File: src/rtl/jc_decoder.sv
// Johnson-code decoder: checks code legality, decodes the state index, and
// tracks sequence continuity with a HUNT/TRACK/LOCKED FSM and a saturating error count.
module jc_decoder #(
  parameter int WIDTH    = 64,
  parameter int LOCK_CNT = 4
) (
  input  logic                          clk,
  input  logic                          rst,
  input  logic                          jc_valid,
  input  logic [WIDTH-1:0]              jc_in,
  input  logic                          err_clr,
  output logic                          cnt_valid,
  output logic [$clog2(2*WIDTH)-1:0]    cnt_out,
  output logic                          code_err,
  output logic                          seq_err,
  output logic                          locked,
  output logic [15:0]                   err_cnt
);

  localparam int              IDXW     = $clog2(2*WIDTH);
  localparam logic [IDXW:0]   TWO_W    = (IDXW+1)'(2*WIDTH);
  localparam logic [IDXW-1:0] MAX_IDX  = IDXW'(2*WIDTH-1);
  localparam logic [3:0]      LOCK_RUN = 4'(LOCK_CNT);

  typedef enum logic [1:0] {
    HUNT   = 2'd0,
    TRACK  = 2'd1,
    LOCKED = 2'd2
  } state_e;

  // Legal when the run of ones (bit0=0) or zeros (bit0=1) is packed against the MSB.
  function automatic logic jc_legal(input logic [WIDTH-1:0] c);
    logic ok;
    if (c[0] == 1'b0) begin
      ok = ((c[WIDTH-2:0] & ~c[WIDTH-1:1]) == {(WIDTH-1){1'b0}});
    end else begin
      ok = ((~c[WIDTH-2:0] & c[WIDTH-1:1]) == {(WIDTH-1){1'b0}});
    end
    return ok;
  endfunction

  function automatic logic [IDXW-1:0] jc_index(input logic [WIDTH-1:0] c);
    logic [IDXW:0] pop;
    logic [IDXW:0] idx;
    pop = {(IDXW+1){1'b0}};
    for (int i = 0; i < WIDTH; i++) begin
      pop = pop + {{IDXW{1'b0}}, c[i]};
    end
    if (c[0] == 1'b1) begin
      idx = TWO_W - pop;
    end else begin
      idx = pop;
    end
    return idx[IDXW-1:0];
  endfunction

  logic             s1_valid_q, s1_valid_d;
  logic [WIDTH-1:0] s1_data_q,  s1_data_d;
  logic             s2_valid_q, s2_valid_d;
  logic             s2_legal_q, s2_legal_d;
  logic [IDXW-1:0]  s2_idx_q,   s2_idx_d;

  state_e           state_q,    state_d;
  logic [3:0]       run_q,      run_d;
  logic [IDXW-1:0]  ref_q,      ref_d;

  logic             cnt_valid_q, cnt_valid_d;
  logic [IDXW-1:0]  cnt_out_q,   cnt_out_d;
  logic             code_err_q,  code_err_d;
  logic             seq_err_q,   seq_err_d;
  logic             locked_q,    locked_d;
  logic [15:0]      err_cnt_q,   err_cnt_d;

  logic [IDXW-1:0]  exp_idx;
  logic             in_seq;

  // Input capture and decode pipeline stages.
  always_comb begin
    s1_valid_d = jc_valid;
    if (jc_valid) begin
      s1_data_d = jc_in;
    end else begin
      s1_data_d = s1_data_q;
    end
    s2_valid_d = s1_valid_q;
    s2_legal_d = jc_legal(s1_data_q);
    s2_idx_d   = jc_index(s1_data_q);
  end

  // Sequence tracking FSM and registered output fields.
  always_comb begin
    state_d     = state_q;
    run_d       = run_q;
    ref_d       = ref_q;
    cnt_valid_d = s2_valid_q;
    cnt_out_d   = cnt_out_q;
    code_err_d  = 1'b0;
    seq_err_d   = 1'b0;
    if (ref_q == MAX_IDX) begin
      exp_idx = {IDXW{1'b0}};
    end else begin
      exp_idx = ref_q + {{(IDXW-1){1'b0}}, 1'b1};
    end
    in_seq = (s2_idx_q == exp_idx);

    if (s2_valid_q) begin
      if (!s2_legal_q) begin
        cnt_out_d  = {IDXW{1'b0}};
        code_err_d = 1'b1;
        state_d    = HUNT;
        run_d      = 4'd0;
      end else begin
        cnt_out_d = s2_idx_q;
        ref_d     = s2_idx_q;
        case (state_q)
          HUNT: begin
            state_d = TRACK;
            run_d   = 4'd1;
          end
          TRACK: begin
            if (in_seq) begin
              run_d = run_q + 4'd1;
              if ((run_q + 4'd1) == LOCK_RUN) begin
                state_d = LOCKED;
              end else begin
                state_d = TRACK;
              end
            end else begin
              seq_err_d = 1'b1;
              run_d     = 4'd1;
            end
          end
          LOCKED: begin
            if (in_seq) begin
              state_d = LOCKED;
            end else begin
              seq_err_d = 1'b1;
              state_d   = TRACK;
              run_d     = 4'd1;
            end
          end
          default: begin
            state_d = HUNT;
            run_d   = 4'd0;
          end
        endcase
      end
    end else begin
      cnt_out_d = cnt_out_q;
    end

    locked_d = (state_d == LOCKED);

    // Clear takes priority over a coincident increment.
    if (err_clr) begin
      err_cnt_d = 16'd0;
    end else if ((code_err_d || seq_err_d) && (err_cnt_q != 16'hFFFF)) begin
      err_cnt_d = err_cnt_q + 16'd1;
    end else begin
      err_cnt_d = err_cnt_q;
    end
  end

  // State and pipeline registers with synchronous reset.
  always_ff @(posedge clk) begin
    if (rst) begin
      s1_valid_q  <= 1'b0;
      s1_data_q   <= {WIDTH{1'b0}};
      s2_valid_q  <= 1'b0;
      s2_legal_q  <= 1'b0;
      s2_idx_q    <= {IDXW{1'b0}};
      state_q     <= HUNT;
      run_q       <= 4'd0;
      ref_q       <= {IDXW{1'b0}};
      cnt_valid_q <= 1'b0;
      cnt_out_q   <= {IDXW{1'b0}};
      code_err_q  <= 1'b0;
      seq_err_q   <= 1'b0;
      locked_q    <= 1'b0;
      err_cnt_q   <= 16'd0;
    end else begin
      s1_valid_q  <= s1_valid_d;
      s1_data_q   <= s1_data_d;
      s2_valid_q  <= s2_valid_d;
      s2_legal_q  <= s2_legal_d;
      s2_idx_q    <= s2_idx_d;
      state_q     <= state_d;
      run_q       <= run_d;
      ref_q       <= ref_d;
      cnt_valid_q <= cnt_valid_d;
      cnt_out_q   <= cnt_out_d;
      code_err_q  <= code_err_d;
      seq_err_q   <= seq_err_d;
      locked_q    <= locked_d;
      err_cnt_q   <= err_cnt_d;
    end
  end

  assign cnt_valid = cnt_valid_q;
  assign cnt_out   = cnt_out_q;
  assign code_err  = code_err_q;
  assign seq_err   = seq_err_q;
  assign locked    = locked_q;
  assign err_cnt   = err_cnt_q;

endmodule

File: config.mk
export PLATFORM = sky130hd
export DESIGN_NAME = jc_decoder
export DESIGN_NICKNAME = d
export VERILOG_FILES = /design/src/rtl/jc_decoder.sv
export SDC_FILE = /design/constraint.sdc
export NUM_CORES = 1
export LEC_CHECK = 0
export ABC_AREA = 1
export BUFFER_PORTS_ARGS = -buffer_cell sky130_fd_sc_hd__buf_2
export CORE_ASPECT_RATIO = 0.9
export CORE_UTILIZATION = 46
export DETAILED_ROUTE_END_ITERATION = 8
export PLACE_DENSITY = 0.66
export SLEW_MARGIN = 20
export SYNTH_ARGS = -nofsm -noshare
export SYNTH_HDL_FRONTEND = slang
export SYNTH_SLANG_ARGS = --single-unit
File: constraint.sdc
create_clock -name clk -period 6.9 [get_ports clk]
set_input_delay 0.345 -clock clk [delete_from_list [all_inputs] [get_ports clk]]
set_output_delay 0.345 -clock clk [all_outputs]
set_load 0.02 [all_outputs]
# Word-level counts from Yosys, hierarchy flattened
# Index checks and enable logic that the tools add are counted.
[totals] output_inout_bits=27 in_bits=68 reg_bits=114 elab_cells=122
[op_classes] addsub=67 reduce_logical=9 bitwise_logic=4 muxes=20 eq_ne=8
[ops] op="7-bit by 1-bit adder with 7-bit output" count=57
[ops] op="63-bit bitwise AND" count=2
[ops] op="63-bit zero test" count=2
[ops] op="63-bit NOT" count=2
[ops] op="7-bit two-way mux" count=3
[ops] op="16-bit by 1-bit adder with 16-bit output (second input constant)" count=1
[ops] op="16-bit != test (second input constant)" count=1
[ops] op="4-bit two-way mux" count=3
[ops] op="4-bit one-hot mux with 3 select lines" count=1
[ops] op="2-bit two-way mux" count=5
[ops] op="6-bit by 1-bit adder with 7-bit output" count=1
[ops] op="7-bit by 1-bit adder with 7-bit output (second input constant)" count=1
[ops] op="7-bit equality test" count=1
[ops] op="7-bit equality test (second input constant)" count=1
[ops] op="1-bit two-way mux" count=7
[ops] op="1-bit by 7-bit subtractor with 7-bit output (first input constant)" count=1
[ops] op="5-bit by 1-bit adder with 6-bit output" count=1
[ops] op="2-bit one-hot mux with 3 select lines" count=1
[ops] op="4-bit by 1-bit adder with 5-bit output" count=1
[ops] op="3-bit by 1-bit adder with 4-bit output" count=1
[ops] op="4-bit by 1-bit adder with 4-bit output (second input constant)" count=1
[ops] op="2-bit equality test (second input constant)" count=2
[ops] op="4-bit by 3-bit equality test with 1-bit output (second input constant)" count=1
[ops] op="2-bit AND reduction" count=2
[ops] op="8 further kinds" count=9

# Depth between registers and ports, before layout
# Gate-level depths: netlist of run 1.
[logic_depth] ltp_word=65 mapped_depth=25 depth_no_buf=25

# Least setup slack after synthesis of run 1
# Ideal clock, no wire load.
[synth_path] path_type="register to register" startpoint="register s1_data_q[0]" endpoint="register s2_idx_q[6]" period_less_slack_ps=6209 slack_ps=691 n_path_buf=0 required_time_ps=6787 arrival_ps=6097 path_stages_with_launch=24 setup_ps=113 path_cell_list="dfxtp_1 > clkinv_1 > fa_1 > inv_1 > fa_1 > fa_1 > fa_1 > fa_1 > fa_1 > inv_1 > fa_1 > fa_1 > inv_1 > ha_1 > inv_1 > fa_1 > ha_1 > inv_1 > nor3_1 > nand3_1 > nand2_1 > nand2_1 > nand2_1 > nor2_1"
[synth_via] elab_chain_cells=65
[synth_lines] element="start: declaration" line="58" rtl="logic [WIDTH-1:0] s1_data_q, s1_data_d;"
[synth_lines] element="start signal: assignment" line="168" rtl="s1_data_q <= {WIDTH{1'b0}};"
[synth_lines] element="start signal: assignment" line="183" rtl="s1_data_q <= s1_data_d;"
[synth_lines] element="1-bit by 1-bit adder with 2-bit output" line="47" rtl="pop = pop + {{IDXW{1'b0}}, c[i]};"
[synth_lines] element="2-bit by 1-bit adder with 3-bit output" line="47"
[synth_lines] element="3-bit by 1-bit adder with 4-bit output" line="47"
[synth_lines] element="4-bit by 1-bit adder with 5-bit output" line="47"
[synth_lines] element="5-bit by 1-bit adder with 6-bit output" line="47"
[synth_lines] element="6-bit by 1-bit adder with 7-bit output" line="47"
[synth_lines] element="7-bit by 1-bit adder with 7-bit output (57 in a row)" line="47"
[synth_lines] element="1-bit by 7-bit subtractor with 7-bit output" line="50" rtl="idx = TWO_W - pop;"
[synth_lines] element="7-bit two-way mux (*)" line="49" rtl="if (c[0] == 1'b1) begin"
[synth_lines] element="end signal: assignment" line="171" rtl="s2_idx_q <= {IDXW{1'b0}};"
[synth_lines] element="end signal: assignment" line="186" rtl="s2_idx_q <= s2_idx_d;"
[synth_lines] element="end: declaration" line="61" rtl="logic [IDXW-1:0] s2_idx_q, s2_idx_d;"
# Mark *: on every way between the ends. The rest lies on a longest branch, timed or not.
# A chain may end at the register's enable or synchronous reset.

# Worst setup path in the final report of run 1
# Ends and elaborated chain as after synthesis.

==> impl_results.md, run 1 <==
- Met2 GRT Util: 36.5%
- Final setup fails: 0
- Critical Path RT: roughly 7200 ps
- CP max stage delay: 560 ps
- Multi-input gate area: a little over 4000 µm²
- Min-delay worst type: in2reg
- Fin cells: 1210
- EDFF count, synth: 0
- CP most frequent cell: fa_1
- CTS resizes: 0
- Unique masters post-synth: 36
- Syn Std Cell Area: slightly above 7000 µm²
- Drt pass-1 iters: 5
- Ys flop type: dfxtp_1
- Vias in the first global route: roughly 5800
- Rows: between 40 and 50
- First-pass GRT wire length: between 30000 and 40000 µm
- Final worst hold slack: about 150 ps
- P_leak: roughly 3.7 nW
- Reg2Reg Setup Slack: between 400 and 500 ps
- Total track usage: approximately a quarter
- Avg WL per Cell: 15.8 µm
- Most frequent cells in the layout: inv_1 (149), nand2_1 (136), dfxtp_1 (114)
- Tmin final: ~6400 ps
- Antenna fix cells: 0
- Final Worst Setup Slack: about 460 ps
- Clk pin slew, worst setup/hold paths: ~60 ps
- Adder-cell share of the synthesized area: 19.1%
- GR Util met3: 6.96%
- Post-synthesis mux area share: 0%
- Post-synthesis share of cell area spent on and, or, nand and nor gates: 18.6%
- Synth top area cells: dfxtp_1 (32%), fa_1 (15%), inv_1 (7.9%)
- Critical path, cell by cell: clkinv_1 -> fa_1 -> inv_1 -> fa_1 -> fa_1 -> fa_1 -> fa_1 -> fa_1 -> inv_1 -> fa_1 -> fa_1 -> inv_1 -> ha_1 -> inv_1 -> fa_1 -> ha_1 -> inv_1 -> nor3_1 -> nand3_1 -> nand2_1 -> nand2_1 -> nand2_1 -> nor2_1
- Critical Path Fanout Max: 7
- Die area: 16000 µm²
- CP arrival: 6760 ps
- Syn Inst Count: 909
- Final Cycle Share: 93.3%
- Maxcap violations: 0
- Area Growth Syn to Fin: 17.5%
- Crit path launch type: flop
- Nature of the critical path endpoint: flop
- Hold Fails Final Rpt: 0
- Final Util: 56.3%
- Syn_nets: 1054
- Slowest-stage cell, CP: fa_1
- Largest family of logic cells by synthesized area: adder cells
- Final max-slew violation count: 0
- Die width: 133 µm
- Antenna-violating nets left: 0
- Mapped Avg Cell Area: around 7.9 µm²
- Most common cell after layout, fill and taps aside: inv_1
- Synth Area in XOR/XNOR: 2.45%
- Unrepaired setup endpoints after global routing: false
- H-Tree Depth: 4
- Reg area: about 2300 µm²
- Boundary pin count: 95
- Busiest grt layer: met1
- Ys async rst share: 0%
- Worst-Skew Late Latency: 430 ps
- Yosys warns: 0
- Clk_skew: approximately 11 ps
- Via count: ~6300
- Compound-Gate Fraction of Synth Area: 17.9%
- Clock sinks: 114
- Synth top area share: 31.9%
- Final TNS setup: 0 ps
- Postcts setup bufs: 0
- Critical path type: reg2reg
- Post-DP Area: 7760 µm²
- Setup WS pre-CTS: 472 ps
- DP Wirelength: 14900 µm
- Root Buffer: clkbuf_16
- Slew headroom: 29.7%
- Pwr Density: a little under 600 nW/µm²
- Synth Register Bits: roughly 110
- Nets@finish: 1144
- Post-synthesis sequential area ratio: 31.9%
- Via/cell ratio: 5.20
- Starting density of the core: 47.9%
- Gr ovfl total: 0
- Clk buf depth: 2
- Largest net degree at the start of global routing: 124
- GPL Wtd Cong: 0.994
- Hold_buf cts: 0
- Worst Max-Slew Pin Slew: 1050 ps
- CTS tree: built
- # port buffers: 94
- Dpl cells: 1178
- TritonCTS Buffers: 17
- Die H: 120 µm
- Met1 Track Usage GR: 36.7%
- Layout cells sized above 1: between 10% and 20%
- Final WL: 19200 µm
- Cell taking the most area after synthesis: dfxtp_1
- DRT iter0 DRCs: ~600
- Outcome: completed
- Post-route cell area: 8400 µm²
- Filler cells: 1436
- Core area: around 15000 µm²
- Initial antenna violation count: 0
- Max VDD drop: between 0.8 and 0.9 mV
- DRC viols: 0
- Max Freq: roughly 160 MHz
- Tot Pwr: 4.95 mW
-- state kept, by name, summed over array words and instances, names as in the netlist, 2 cells and up --
name / flops
err_cnt: 16
cnt_out: 7
s1_data_q: 64
ref_q: 7
run_q: 4
state_q: 2
s2_idx_q: 7
-- routing by layer --
metal	routed length [µm]	vias up
li1	-	3136
met1	9410	2907
met2	8030	225
met3	1420	23
met4	301	0
met5	0	-
-- cell type report --
type	instances	area share, %
clock buffers	24	5.85
clock inverters	8	1.77
inverters	155	7.00
multi-input cells	614	49.4
flip-flops and latches	114	27.2
well taps	198	2.95
repair buffers	97	5.87
-- worst max-delay path: cells and delay by family, from the launching register on --
family	cells	cell delay (ps)
flops	1	450
fa+ha+maj	11	4740
buf+inv	6	460
simple gates	6	680
-- synthesized netlist by cell type (all sizes together), types with 6 or more instances --
library cell,instances
dfxtp,114
o22ai,21
fa,54
inv,153
ha,23
nor2,63
o2111ai,6
o21ai,90
clkbuf,23
nor3,11
nand3,32
nand2,162
a21oi,104
nand4,8
nor4,7
xor2,15
-- power breakdown --
part	total (mW)	switching [mW]	internal, mW
clock network	0.953	0.311	0.642
registers	0.775	0.0508	0.725
logic	3.22	1.94	1.28
total	4.95	2.30	2.65
-- cells by family after synthesis --
kind of cell / count (synthesis)
AND/OR/NAND/NOR: 286
AO/OA/AOI/OAI: 231
buffers and inverters: 181
flip-flops: 114
adder cells (fa/ha/maj): 77
XOR/XNOR: 20
-- final timing paths --
path | startpoint | endpoint | depth (start not counted)
setup / recovery | s1_data_q[0] | s2_idx_q[6] | 23
hold / removal | jc_in[58] | s1_data_q[58] | 3
setup reg to reg | s1_data_q[0] | s2_idx_q[6] | 23
hold reg to reg | s1_valid_q | cnt_valid_d | 2
Power figures use the tool's default switching activity.
==> inputs of run 2 (changes only) <==
--- a/config.mk
+++ b/config.mk
@@ -10,7 +10,7 @@
 export CORE_ASPECT_RATIO = 0.9
 export CORE_UTILIZATION = 46
 export DETAILED_ROUTE_END_ITERATION = 8
-export PLACE_DENSITY = 0.66
+export PLACE_DENSITY = 0.68
 export SLEW_MARGIN = 20
 export SYNTH_ARGS = -nofsm -noshare
 export SYNTH_HDL_FRONTEND = slang
==> constraint.sdc (replaced) <==
create_clock -name clk -period 5.6 [get_ports clk]
set_input_delay 0.28 -clock clk [delete_from_list [all_inputs] [get_ports clk]]
set_output_delay 0.28 -clock clk [all_outputs]
set_load 0.02 [all_outputs]
==> run 2 against run 1 <==
  * The flow now finishes with violations (setup timing)
  * Wire length rose by 1.9%
  * Maximum frequency up 5.6%
  * Clock-buffer cell count decreased by 2
  * Clock skew is 0.97 ps higher
  * Design area rose by 6.9%
  * Critical path depth did not move
  * Via count up 3.7%
  * Die area stayed put
  * Sequential cell count unchanged
  * Worst setup slack worse by 960 ps
  * Global-route usage up 0.77 points
==> impl_results.md, run 2 (synthesis results as in run 1) <==
- Worst r2r src: s1_data_q[51]
- Nature of the critical path endpoint: flop
- Critical path origin: s1_data_q[51]
- Drt pass-1 iters: 6
- Min-delay worst type: in2reg
- H-Tree Depth: 4
- Layout cells sized above 1: 25.1%
- Boundary pin count: 95
- WP buf/inv: 9
- Clk buf depth: 2
- Slew headroom: 48.4%
- Fin cells: 1269
- Final max-slew violation count: 0
- Biggest register: s1_data_q
- Final WL: 19500 µm
- Critical Path RT: 5960 ps
- Root Buffer: clkbuf_16
- Worst-Skew Late Latency: 430 ps
- DP Wirelength: 15300 µm
- Tmin final: 6100 ps
- Final Util: between 60% and 70%
- Final Cycle Share: 109%
- Clk pin slew, worst setup/hold paths: 60 ps
- Antenna fix cells: 0
- Largest net degree at the start of global routing: 69
- Worst Max-Slew Pin Slew: 773 ps
- Initial antenna violation count: 0
- Die area: 16000 µm²
- # port buffers: 94
- Via/cell ratio: 5.14
- Nets@finish: 1203
- TritonCTS Buffers: 17
- Via count: 6525
- DRC viols: 0
- GPL Wtd Cong: 1.01
- Max Freq: 164 MHz
- Failing checks: setup timing
- Area Growth Syn to Fin: 25.6%
- Filler cells: around 1300
- Critical path, cell by cell: inv_2 -> fa_1 -> inv_2 -> fa_1 -> inv_1 -> fa_1 -> inv_2 -> fa_1 -> fa_1 -> fa_1 -> inv_1 -> fa_1 -> fa_1 -> inv_1 -> ha_2 -> inv_2 -> fa_2 -> inv_2 -> nor3_2 -> inv_1 -> o31ai_2 -> o21ai_1 -> a21oi_1
- CP arrival: about 6500 ps
- Rows: 42
- Min-delay src: jc_in[63]
- Total track usage: between 20% and 30%
- Gr ovfl total: 0
- Vias in the first global route: between 6000 and 7000
- Critical Path Fanout Max: 3
- Crit path launch type: flop
- Avg WL per Cell: 15.4 µm
- Most common cell after layout, fill and taps aside: inv_1
- Clk_skew: approximately 12 ps
- Starting density of the core: 47.9%
- First-pass GRT wire length: 32200 µm
- Most frequent cells in the layout: inv_1 (139), nand2_1 (135), dfxtp_1 (107)
- CP max stage delay: between 500 and 600 ps
- Clock sinks: 114
- Die H: ~120 µm
- Die width: 133 µm
- Core area: 14900 µm²
- Max reg flops: 64
- Critical path type: reg2reg
- Crit-path leading delay family: adder cells
- Slowest-stage cell, CP: fa_2
- Dpl cells: 1237
- Final Worst Setup Slack: -497 ps
- Setup WS pre-CTS: -492 ps
- Final setup fails: 6
- Outcome: finished, violations left
- DRT iter0 DRCs: 451
- Hold Fails Final Rpt: 0
- CTS tree: built
- Antenna-violating nets left: 0
- Unrepaired setup endpoints after global routing: true
- Maxcap violations: 0
- CP most frequent cell: fa_1
==> run 2: cell types whose count changed in the layout (fill, tap and decap cells not counted), sizes merged <==
cell    previous run  this run
clkbuf            24        22
clkinv             5         7
buf               97       156
==> run 2: through the flow <==
stage,instance area (µm²),hold slack [ps],TNS [ps]
6_report,8980,79.4,-2320
5_1_grt,8980,98.7,-3770
4_1_cts,8960,76.8,-2020
3_5_place_dp,8290,395,-2290
3_3_place_gp,8290,389,-1690
2_1_floorplan,7230,388,-636
==> run 2: final timing paths <==
| check | slack [ps] | cells past startpoint | end |
|---|---|---|---|
| hold reg to reg | 410 | 2 | cnt_valid_d |
| hold / removal | 80 | 3 | s1_data_q[63] |
| setup / recovery | -500 | 23 | s2_idx_q[5] |
| setup reg to reg | -500 | 23 | s2_idx_q[5] |
==> run 2: routing by layer <==
metal / GRT usage [%] / vias to the layer above / part of all wire [%]
li1: - / 3260 / -
met1: 37.4 / 2999 / 47
met2: 38.3 / 235 / 43
met3: 6.71 / 31 / 7.9
met4: 9.59 / 0 / 2.3
met5: 0 / - / 0
==> run 2: layout make-up <==
class,count,area (µm²),area share (%)
clock buffer,22,474,5.28
clock inverter,10,155,1.73
inverter,155,596,6.63
multi-input combinational,614,4280,47.6
sequential,114,2290,25.5
tap,198,248,2.76
timing repair buffer,156,940,10.5
==> run 2: worst min-delay path, delay by kind of cell <==
family	cells	cell delay, ps
simple gates	2	110
buf+inv	1	70
==> run 2: timing repair <==
action | CTS | global route
pin swaps | 5 | 4
setup endpoints to repair | 6 | 6
resized for setup | 12 | 7
buffers inserted | 0 | 1
cloned | 0 | 0
hold buffers | 0 | 0
Power of run 2 is not shown: default switching activity piles up to over one toggle a cycle in this logic, so the estimate is an artifact.
==> inputs of run 3 (changes only) <==
--- a/config.mk
+++ b/config.mk
@@ -11,6 +11,7 @@
 export CORE_UTILIZATION = 46
 export DETAILED_ROUTE_END_ITERATION = 8
 export PLACE_DENSITY = 0.68
+export RECOVER_POWER = 100
 export SLEW_MARGIN = 20
 export SYNTH_ARGS = -nofsm -noshare
 export SYNTH_HDL_FRONTEND = slang
==> constraint.sdc (replaced) <==
create_clock -name clk -period 5.6 [get_ports clk]
set_input_delay 0 -clock clk [delete_from_list [all_inputs] [get_ports clk]]
set_output_delay 0 -clock clk [all_outputs]
set_load 0.01 [all_outputs]
==> run 3 against run 2 <==
  * The run ends with capacitance limit, slew limit, setup timing left
  * Die area stayed put
  * Maximum frequency hardly changed
  * First-iteration DRC count is 1.3% lower
  * Design area is 6.5% higher
  * Non-clock buffer count is 71 higher
  * Largest cell class unchanged
  * Highest routed layer unchanged
==> impl_results.md, run 3 (synthesis results as in run 1) <==
- Final max-slew violation count: 126
- Clock sinks: 114
- Critical path origin: s1_data_q[51]
- DRC viols: 0
- Final setup fails: 6
- CP arrival: 6450 ps
- Met2 wire len: 8750 µm
- Unrepaired setup endpoints after global routing: true
- Largest net degree at the start of global routing: 69
- DRT iter0 DRCs: around 450
- Metal3 WL: between 1500 and 2000 µm
- Clk_skew: 9.28 ps
- TritonCTS Buffers: 17
- Endpoint of the worst setup timing path: s2_idx_q[5]
- GPL Wtd Cong: between 1 and 1.5
- Die width: 133 µm
- Die H: ~120 µm
- Final Util: roughly 64%
- Worst Max-Slew Pin Slew: 2010 ps
- Rows: 42
- Clk pin slew, worst setup/hold paths: 60 ps
- Clk buf depth: 2
- Failing checks: capacitance limit, slew limit, setup timing
- M1 wire length: 9550 µm
- Nets@finish: between 1000 and 1500
- Initial antenna violation count: 0
- Final Worst Setup Slack: -497 ps
- Min-delay worst type: in2reg
- Gr ovfl total: 0
- Drt pass-1 iters: 5
- Maxcap violations: 2
- Worst Reg-to-Reg Cells: 23
- Via/cell ratio: 5.07
- Uppermost layer routed: met4
- Final TNS setup: -2310 ps
- Reg area: roughly 2300 µm²
- Root Buffer: clkbuf_16
- Critical Path RT: 5960 ps
- H-Tree Depth: 4
- Core area: 14900 µm²
- Total track usage: between 20% and 30%
- Area Growth Syn to Fin: 33.8%
- RR Endpoint: s2_idx_q[5]
- CP most frequent cell: fa_1
- Nature of the critical path endpoint: flop
- Tmin final: 6100 ps
- Avg WL per Cell: 15.2 µm
- Dpl cells: 1237
- Most common cell after layout, fill and taps aside: inv_1
- Crit path launch type: flop
- Starting density of the core: 47.9%
- Biggest register: s1_data_q
- Multi-input gate area: between 4000 and 5000 µm²
- Filler cells: 1313
- Most frequent cells in the layout: inv_1 (139), nand2_1 (138), dfxtp_1 (107)
- Layout cells sized above 1: 19.8%
- Worst-Skew Late Latency: 430 ps
- Antenna fix cells: 0
- Max Freq: 164 MHz
- Vias in the first global route: 6619
- Outcome: finished, violations left
- DP Wirelength: about 15000 µm
- Via count: 6797
- Critical path type: reg2reg
- Slew headroom: -33.9%
- # port buffers: 94
- Critical Path Fanout Max: 3
- Worst r2r src: s1_data_q[51]
- Fin cells: 1340
- Die area: 16000 µm²
- Reg2Reg Setup Slack: -500 ps
- Critical path, cell by cell: inv_2 -> fa_1 -> inv_2 -> fa_1 -> inv_1 -> fa_1 -> inv_2 -> fa_1 -> fa_1 -> fa_1 -> inv_1 -> fa_1 -> fa_1 -> inv_1 -> ha_2 -> inv_2 -> fa_2 -> inv_2 -> nor3_2 -> inv_1 -> o31ai_2 -> o21ai_1 -> a21oi_1
- CTS tree: built
- Slowest-stage cell, CP: fa_2
- CP max stage delay: 570 ps
- Final Cycle Share: 109%
- Boundary pin count: 95
- First-pass GRT wire length: 33500 µm
- Hold Fails Final Rpt: 0
- Antenna-violating nets left: 0
- Max reg flops: 64
- Final WL: about 20000 µm
run 3: area by class of cell:
class	instances	area share [%]
inverter	155	6.19
multi-input combinational	614	43.9
sequential	114	24.0
tap	198	2.59
clock buffer	22	4.96
timing repair buffer	227	16.8
clock inverter	10	1.62
run 3: repair_timing:
action | CTS | global route
pin swaps | 5 | 4
hold buffers | 71 | 0
setup buffers | 0 | 1
hold endpoints to repair | 66 | 0
gates resized for setup | 12 | 7
setup endpoints to repair | 6 | 6
cloned | 0 | 0
run 3: worst max-delay path, delay by kind of cell (launching register included):
family | cells | cell delay [ps]
fa+ha+maj | 10 | 4640
buf+inv | 9 | 470
compound gates | 3 | 430
flops | 1 | 330
simple gates | 1 | 160
run 3: per-stage QoR:
| step | worst slack [ps] | cell area [µm²] | hold WS (ps) |
|---|---|---|---|
| after detailed placement | -492 | 8290 | 238 |
| after global routing | -743 | 9570 | 53.8 |
| after CTS | -439 | 9670 | 22.2 |
| after floorplan | -222 | 7230 | 135 |
| after global placement | -368 | 8290 | 231 |
| final | -497 | 9570 | 40.9 |
run 3: per-layer routing:
metal	vias to the layer above	global-route usage [%]
li1	3398	-
met1	3123	37.9
met2	229	40.8
met3	47	6.67
met4	0	10.0
met5	-	0
run 3: worst min path at each step:
stage / slack [ps] / end / from / cells after the start
after global routing: 50 / seq_err / rst / 2
final: 40 / cnt_valid / rst / 2
after global placement: 230 / s1_data_q[63] / jc_in[63] / 3
after floorplan: 130 / s1_data_q[5] / jc_in[5] / 2
after detailed placement: 240 / s1_data_q[63] / jc_in[63] / 3
after CTS: 20 / cnt_valid_d / rst / 2
Power of run 3 is left out for the same reason.
